File: src/rtl/led_scan_mux_pkg.sv
// Shared constants and types for the 4-digit 7-segment scan multiplexer.
// Defaults target the 25 MHz board clock.
package led_scan_mux_pkg;

   localparam int unsigned DIGITS           = 4;
   localparam logic [3:0]  AN_OFF           = 4'b1111;
   localparam int unsigned DEF_CLK_DIV      = 12500;
   localparam int unsigned DEF_BLANK_CYCLES = 64;

   typedef enum logic {
      PhBlank,
      PhShow
   } phase_e;

endpackage

File: src/rtl/led_scan_mux.sv
// Scans a frame-snapshotted 16-bit value onto a 4-digit common-anode display,
// one nibble per slot, with a blanking gap at the start of every slot.
module led_scan_mux
   import led_scan_mux_pkg::*;
#(
   parameter int unsigned CLK_DIV      = DEF_CLK_DIV,
   parameter int unsigned BLANK_CYCLES = DEF_BLANK_CYCLES
) (
   input  logic        clk,
   input  logic        reset_in,
   input  logic [15:0] value,
   input  logic [3:0]  dp_in,
   input  logic        lz_blank,
   input  logic        enable,
   output logic [3:0]  hex_digit,
   output logic [3:0]  an_n,
   output logic        dp_n,
   output logic        frame_tick
);

   localparam int unsigned PW = (CLK_DIV > 1) ? $clog2(CLK_DIV) : 1;
   localparam logic [PW-1:0] PCNT_MAX = PW'(CLK_DIV - 1);

   logic [PW-1:0] pcnt;
   logic [1:0]    idx;
   logic [15:0]   snap_value;
   logic [3:0]    snap_dp;
   logic          snap_lz;

   phase_e phase;
   logic   frame_start;
   logic   suppressed;
   logic   lit;

   assign frame_start = (pcnt == '0) && (idx == 2'd0);
   assign phase       = (32'(pcnt) < BLANK_CYCLES) ? PhBlank : PhShow;

   // A digit is dark when it and every more-significant snapshot nibble are zero.
   always_comb begin
      suppressed = snap_lz && (idx != 2'd0);
      for (int i = 1; i < int'(DIGITS); i++) begin
         if (i >= int'(idx) && snap_value[4*i +: 4] != 4'h0) begin
            suppressed = 1'b0;
         end
      end
   end

   assign lit = (phase == PhShow) && enable && !suppressed;

   always_ff @(posedge clk) begin
      if (reset_in) begin
         pcnt       <= '0;
         idx        <= 2'd0;
         snap_value <= 16'h0000;
         snap_dp    <= 4'h0;
         snap_lz    <= 1'b0;
         hex_digit  <= 4'h0;
         an_n       <= AN_OFF;
         dp_n       <= 1'b1;
         frame_tick <= 1'b0;
      end else begin
         if (pcnt == PCNT_MAX) begin
            pcnt <= '0;
            idx  <= idx + 2'd1;
         end else begin
            pcnt <= pcnt + PW'(1);
         end

         if (frame_start) begin
            snap_value <= value;
            snap_dp    <= dp_in;
            snap_lz    <= lz_blank;
         end
         frame_tick <= frame_start;

         hex_digit <= snap_value[4*idx +: 4];
         an_n      <= lit ? ~(4'b0001 << idx) : AN_OFF;
         dp_n      <= lit ? ~snap_dp[idx] : 1'b1;
      end
   end

endmodule
File: config.mk
export PLATFORM = sky130hd
export DESIGN_NAME = led_scan_mux
export DESIGN_NICKNAME = d
export VERILOG_FILES = /design/src/rtl/led_scan_mux_pkg.sv /design/src/rtl/led_scan_mux.sv
export SDC_FILE = /design/constraint.sdc
export NUM_CORES = 1
export LEC_CHECK = 0
export CAP_MARGIN = 10
export CORE_AREA = 4 4 68 70
export DETAILED_ROUTE_END_ITERATION = 10
export DIE_AREA = 0 0 72 74
export GPL_TIMING_DRIVEN = 0
export PLACE_DENSITY = 0.76
export SLEW_MARGIN = 0
export SYNTH_ARGS = -nofsm -noshare
export SYNTH_HDL_FRONTEND = slang
export SYNTH_SLANG_ARGS = --single-unit
File: constraint.sdc
create_clock -name clk -period 2.1 [get_ports clk]
set_input_delay 0.42 -clock clk [delete_from_list [all_inputs] [get_ports clk]]
set_output_delay 0.42 -clock clk [all_outputs]
set_load 0.02 [all_outputs]
# Word level (Yosys, flattened, before mapping)
# Cells that the tools add are included.
dict set report totals {
  output_inout_bits 10
  ramBits 0
  romBits 0
  regBits 47
  n_memories 0
  latchBits 0
}
dict set report classes {
  muxes 6
  n_shift 2
  addsub 2
  n_lt_le_gt_ge 4
  bitwise 3
  n_mul 0
  n_reduce_logical 15
  n_div 0
  n_eq_ne 1
}
# operator count
set op_table {}
lappend op_table {{16-bit by 5-bit variable part select with 4-bit output} 1}
lappend op_table {{14-bit by 1-bit adder with 14-bit output (second input constant)} 1}
lappend op_table {{14-bit equality test (second input constant)} 1}
lappend op_table {{14-bit zero test} 1}
lappend op_table {{14-bit by 7-bit < comparator with 1-bit output (second input constant)} 1}
lappend op_table {{4-bit nonzero test} 3}
lappend op_table {{1-bit logical AND} 6}
lappend op_table {{1-bit 2-to-1 mux} 5}
lappend op_table {{4-bit NOT} 1}
lappend op_table {{2-bit OR reduction} 2}
lappend op_table {{1-bit by 2-bit left shift with 4-bit output (first input constant)} 1}
lappend op_table {{2-bit by 3-bit < comparator with 1-bit output (second input constant)} 1}
lappend op_table {{2-bit by 1-bit adder with 2-bit output (second input constant)} 1}
lappend op_table {{1-bit binary-select mux with 2-bit select} 1}
lappend op_table {{1-bit by 2-bit >= comparator with 1-bit output (first input constant)} 1}
lappend op_table {{2-bit >= comparator (first input constant)} 1}
lappend op_table {{2-bit zero test} 1}
lappend op_table {{1-bit NOT} 2}
lappend op_table {{2-bit nonzero test} 1}
lappend op_table {{1-bit zero test} 1}

# Depth between registers and ports, before layout
# Gate-level depths: netlist (run 1).
dict set report logic_depth {
  ltp_word 9
  mapped_depth 8
}

# Worst setup path before layout (run 1)
# Ideal clock, no wire load.
dict set report synth_timing {
  path_kind {register to register}
  from {register idx[0]}
  to {register snap_dp[3]}
  setup_slack_ns 0.315
  period_less_slack_ns 1.785
  arrival_time_ns 1.657
  stages_incl_launch_ff 9
  path_buffers 2
  setup_ns 0.128
  cell_sequence {dfxtp_1 -> clkbuf_1 -> inv_1 -> ha_1 -> and3b_1 -> nand4_2 -> buf_6 -> mux2i_1 -> nor2_1}
}
dict set report synth_via {
  elab_chain_len 2
}
# item line
set synth_rtl {}
lappend synth_rtl {{start: declaration} led_scan_mux.sv:25} ;# logic [1:0] idx;
lappend synth_rtl {{start signal: assignment} led_scan_mux.sv:64} ;# idx <= idx + 2'd1;
lappend synth_rtl {{2-bit zero test} led_scan_mux.sv:35} ;# assign frame_start = (pcnt == '0) && (idx == 2'd0);
lappend synth_rtl {{1-bit logical AND} led_scan_mux.sv:35}
lappend synth_rtl {{end signal: assignment} led_scan_mux.sv:71} ;# snap_dp <= dp_in;
lappend synth_rtl {{end: declaration} led_scan_mux.sv:27} ;# logic [3:0] snap_dp;
# Every way passes these cells.
# A chain may end at the register's enable or synchronous reset.

# Worst setup path after layout (run 1)
dict set report layout_timing {
  from {register idx[0]}
  to {register snap_value[10]}
}
dict set report layout_via {
  elab_chain_len 2
}
# item line
set layout_rtl {}
lappend layout_rtl {{2-bit zero test} led_scan_mux.sv:35}
lappend layout_rtl {{1-bit logical AND} led_scan_mux.sv:35}
lappend layout_rtl {{end signal: assignment} led_scan_mux.sv:70} ;# snap_value <= value;
lappend layout_rtl {{end: declaration} led_scan_mux.sv:26} ;# logic [15:0] snap_value;
# Every way passes these cells.

==> results.tsv, run 1 <==
stage	metric	value	unit
run_status	run_status	finished clean	
setup_path	worst_setup_path_startpoint	idx[0]$_SDFFE_PP0N_	
setup_path	worst_path_max_delay_cell	sky130_fd_sc_hd__dfxtp_1	
setup_path	endpoint_kind	flop	
floorplan	start_util	51.4	%
sta	finalHoldWorstSlack	305	ps
synth	post_synth_num_cell_types	29	
routing	final_antenna_net_count	0	
global_routing	grt_pass1_vias	1413	
global_routing	grt_first_pass_wirelength	6470	um
synth	mappedNetlistArea	2040	sq um
sta	max_slew.worst_pin.slew	474	ps
sta	rsz_0062_raised_after_global_routing	false	
routing	drc_errors_left	0	
setup_path	setup.worst_path.start_class	flop	
routing	drt-pass1-iter-count	4	
synth	yosysWarnings	0	
power_and_ir_drop	total_power	0.00191	W
setup_path	critical_path.n_buffers_inverters	3	
finish	layout-area-overhead-vs-synth	24.5	%
setup_path	reg2reg_depth	8	
synth	synth_seq_cells	47	
synth	synth.net_count	223	
setup_path	critical_path_cell_count	8	
setup_path	timing.critical_path.cells	clkbuf_2 -> inv_1 -> ha_1 -> and3b_1 -> nand4_2 -> buf_6 -> mux2i_1 -> nor2_1	
sta	clock_skew	9.05	ps
clock_network	clock_path_buffers	2	
global_routing	grt_max_degree	17	
clock_network	clock-sinks	47	
floorplan	die_width	72	um
synth	synth_cells	193	
setup_path	worst_path_largest_cell_delay	370	ps
place	placed_area	2430	sq um
setup_path	crit_path_end	snap_value[10]$_SDFFE_PP0P_	
clock_network	cts_tree	done	
clock_network	cts_resized	1	
finish	most_frequent_standard_cell_in_the_layout_excluding_fill_and_tap_cells	sky130_fd_sc_hd__dfxtp_1	
clock_network	clock-root-buffer	sky130_fd_sc_hd__clkbuf_8	
finish	layout-drive-gt1-share	15.0	%
finish	fin_nets	262	
setup_path	timing.critical_path.max_delay_family	buffers and inverters	
sta	max_freq	523	MHz
setup_path	critical_path_required	2280	ps
global_routing	antenna_found_initial	0	
sta	hold_viol_final	0	
setup_path	reg2reg_to	snap_value[10]$_SDFFE_PP0P_	
run	drv.max_cap_violation_count	0	
synth	avgSynthCellArea	10.6	sq um
min_path	worstHoldPathType	primary input to flop	
routing	wl_per_cell	13.2	um
routing	wl	3740	um
sta	timing.final.crit_period	1910	ps
power_and_ir_drop	power_per_cell_area	751	nW/um^2
sta	timing.final.setup_violations	0	
floorplan	die_h	74	um
sta	slew_headroom	68.4	%
sta	count_of_final_max_slew_check_failures	0	
power_and_ir_drop	p_leak	1.02	nW
clock_network	worst_skew_pair.late_latency	300	ps
finish	area_of_all_placed_cells_without_fillers	2540	sq um
setup_path	regToRegSetupSlack	190	ps
clock_network	h-tree-depth	2	
clock_network	cts.clk_slew.worst_paths	90	ps
finish	antenna_cells	0	
routing	drt-vias-per-instance	4.98	
place	gpl.final_weighted_congestion	0.783	
power_and_ir_drop	irDropWorstVdd	0.000493	V
finish	mostFrequentLayoutCells	47 x sky130_fd_sc_hd__dfxtp_1, 32 x sky130_fd_sc_hd__clkdlybuf4s50_1, 30 x sky130_fd_sc_hd__nor2_1, 22 x sky130_fd_sc_hd__mux2i_1	
finish	fillers	333	
clock_network	cts_setup_buffers	0	
setup_path	reg2reg_from	idx[0]$_SDFFE_PP0N_	
place	post-dp-hpwl	2860	um
floorplan	die_area	5330	sq um
routing	dr.first_iter.drc_count	60	
routing	detailroute.via_count	1408	
clock_network	cts-buffers-inserted	5	
sta	final_critical_path_share_of_the_clock_period	91.1	%
setup_path	worst-setup-path-type	flop to flop	
place	port_buffers	32	
synth	synth-seq-area-share	46.1	%
setup_path	timing.critical_path.fanout_max	10	
clock_network	cts_hold_repair.buffers	0	
global_routing	globalRouteTotalUtil	15.8	%
setup_path	crit_arrival	2090	ps
floorplan	fp-row-count	23	
floorplan	floorplan.io_pins	34	
global_routing	globalRouteOverflowTotal	0	
floorplan	core_area	3970	sq um
-- through the flow --
stage               std cells  util (%)  setup slack (ps)  setup TNS (ps)
CTS                       283      64.1               168               0
global placement          275      61.1              64.4               0
finish                    283      64.1               187               0
detailed placement        275      61.1             -12.4           -18.6
floorplan                 193         -               315               0
global route              283      64.1              20.1               0
-- worst reg2reg max path, delay by kind of cell, from the launching register on --
kind	cells	cell delay, ps
fa+ha+maj	1	250
mux	1	210
flops	1	370
simple gates	3	410
buf+inv	3	550
-- logic make-up after synthesis --
group,Yosys count,share of synthesized area [%]
buffers and inverters,17,5.45
DFF,47,46.1
muxes,27,16.3
adders and majority gates,6,3.67
xor gates and xnor gates,13,5.57
AOI/OAI and AO/OA,2,0.857
and+or+nand+nor,81,22.1
-- area by class of cell --
cell class	instances	area [sq um]	area share [%]
sequential	47	941	37.0
timing repair buffer	32	320	12.6
clock buffer	5	68.8	2.71
buffer	9	82.6	3.25
multi-input combinational	129	991	39.0
tap	50	62.6	2.46
clock inverter	3	47.5	1.87
inverter	8	30.0	1.18
-- power by group --
part,switching [W],internal [W],leakage [nW]
Combinational,0.000107,0.000147,0.580
Clock,0.000315,0.000361,0.0587
Sequential,0.0000373,0.000942,0.384
Total,0.000460,0.00145,1.02
-- layer usage --
metal / wire length (um) / track usage, % / vias up
li1: - / - / 730
met1: 1850 / 21.3 / 640
met2: 1650 / 24.2 / 31
met3: 181 / 5.00 / 7
met4: 57 / 5.64 / 0
met5: 0 / 0 / -
-- worst min path at each step --
stage,startpoint,slack [ps],cells after the start,endpoint
3_3_place_gp,snap_dp[2]$_SDFFE_PP0P_,470,2,snap_dp[2]$_SDFFE_PP0P_
4_1_cts,reset_in,300,2,snap_value[5]$_SDFFE_PP0P_
2_1_floorplan,snap_dp[2]$_SDFFE_PP0P_,460,2,snap_dp[2]$_SDFFE_PP0P_
3_5_place_dp,snap_dp[2]$_SDFFE_PP0P_,480,2,snap_dp[2]$_SDFFE_PP0P_
6_report,reset_in,310,2,snap_value[5]$_SDFFE_PP0P_
5_1_grt,reset_in,290,2,snap_value[5]$_SDFFE_PP0P_
-- cell usage after synthesis --
cell	count	share of area, %
sky130_fd_sc_hd__dfxtp_1	47	46
sky130_fd_sc_hd__nor2_1	30	5.5
sky130_fd_sc_hd__mux2i_1	22	11
sky130_fd_sc_hd__nor2_2	10	3.1
sky130_fd_sc_hd__xnor2_1	10	4.3
sky130_fd_sc_hd__inv_1	8	1.5
sky130_fd_sc_hd__nand2_1	7	1.3
sky130_fd_sc_hd__ha_1	6	3.7
sky130_fd_sc_hd__nand3_1	6	1.5
sky130_fd_sc_hd__mux4_2	5	5.5
sky130_fd_sc_hd__nor3_1	5	1.2
sky130_fd_sc_hd__and2_1	4	1.2
sky130_fd_sc_hd__and3_1	4	1.2
sky130_fd_sc_hd__buf_6	4	2.2
sky130_fd_sc_hd__nor4_1	4	1.2
sky130_fd_sc_hd__clkbuf_1	3	0.55
sky130_fd_sc_hd__xor2_1	3	1.3
sky130_fd_sc_hd__nand4_1	2	0.61
sky130_fd_sc_hd__nand4_2	2	1.2
sky130_fd_sc_hd__nor4_4	2	2.1
sky130_fd_sc_hd__and3b_1	1	0.43
sky130_fd_sc_hd__and4_4	1	0.55
sky130_fd_sc_hd__buf_12	1	0.98
sky130_fd_sc_hd__buf_2	1	0.24
sky130_fd_sc_hd__nand3b_1	1	0.37
sky130_fd_sc_hd__nor2b_1	1	0.31
sky130_fd_sc_hd__o2111a_1	1	0.55
sky130_fd_sc_hd__o22ai_1	1	0.31
sky130_fd_sc_hd__or2_1	1	0.31
-- sequential cells by signal, indices dropped and copies added (netlist names) --
signal / count
idx: 2
dp_n: 1
snap_value: 16
an_n: 4
pcnt: 14
frame_tick: 1
hex_digit: 4
snap_lz: 1
snap_dp: 4
No activity file was read; power rests on OpenSTA's default activity.
==> run 2: changes to the inputs <==
--- a/config.mk
+++ b/config.mk
@@ -11,7 +11,7 @@
 export DIE_AREA = 0 0 72 74
 export GPL_TIMING_DRIVEN = 0
 export PLACE_DENSITY = 0.76
-export SLEW_MARGIN = 0
+export SLEW_MARGIN = 20
 export SYNTH_ARGS = -nofsm -noshare
 export SYNTH_HDL_FRONTEND = slang
 export SYNTH_SLANG_ARGS = --single-unit
==> results of run 2 <==
Same layout as run 1: the final DEF is identical, and so are final timing and power.
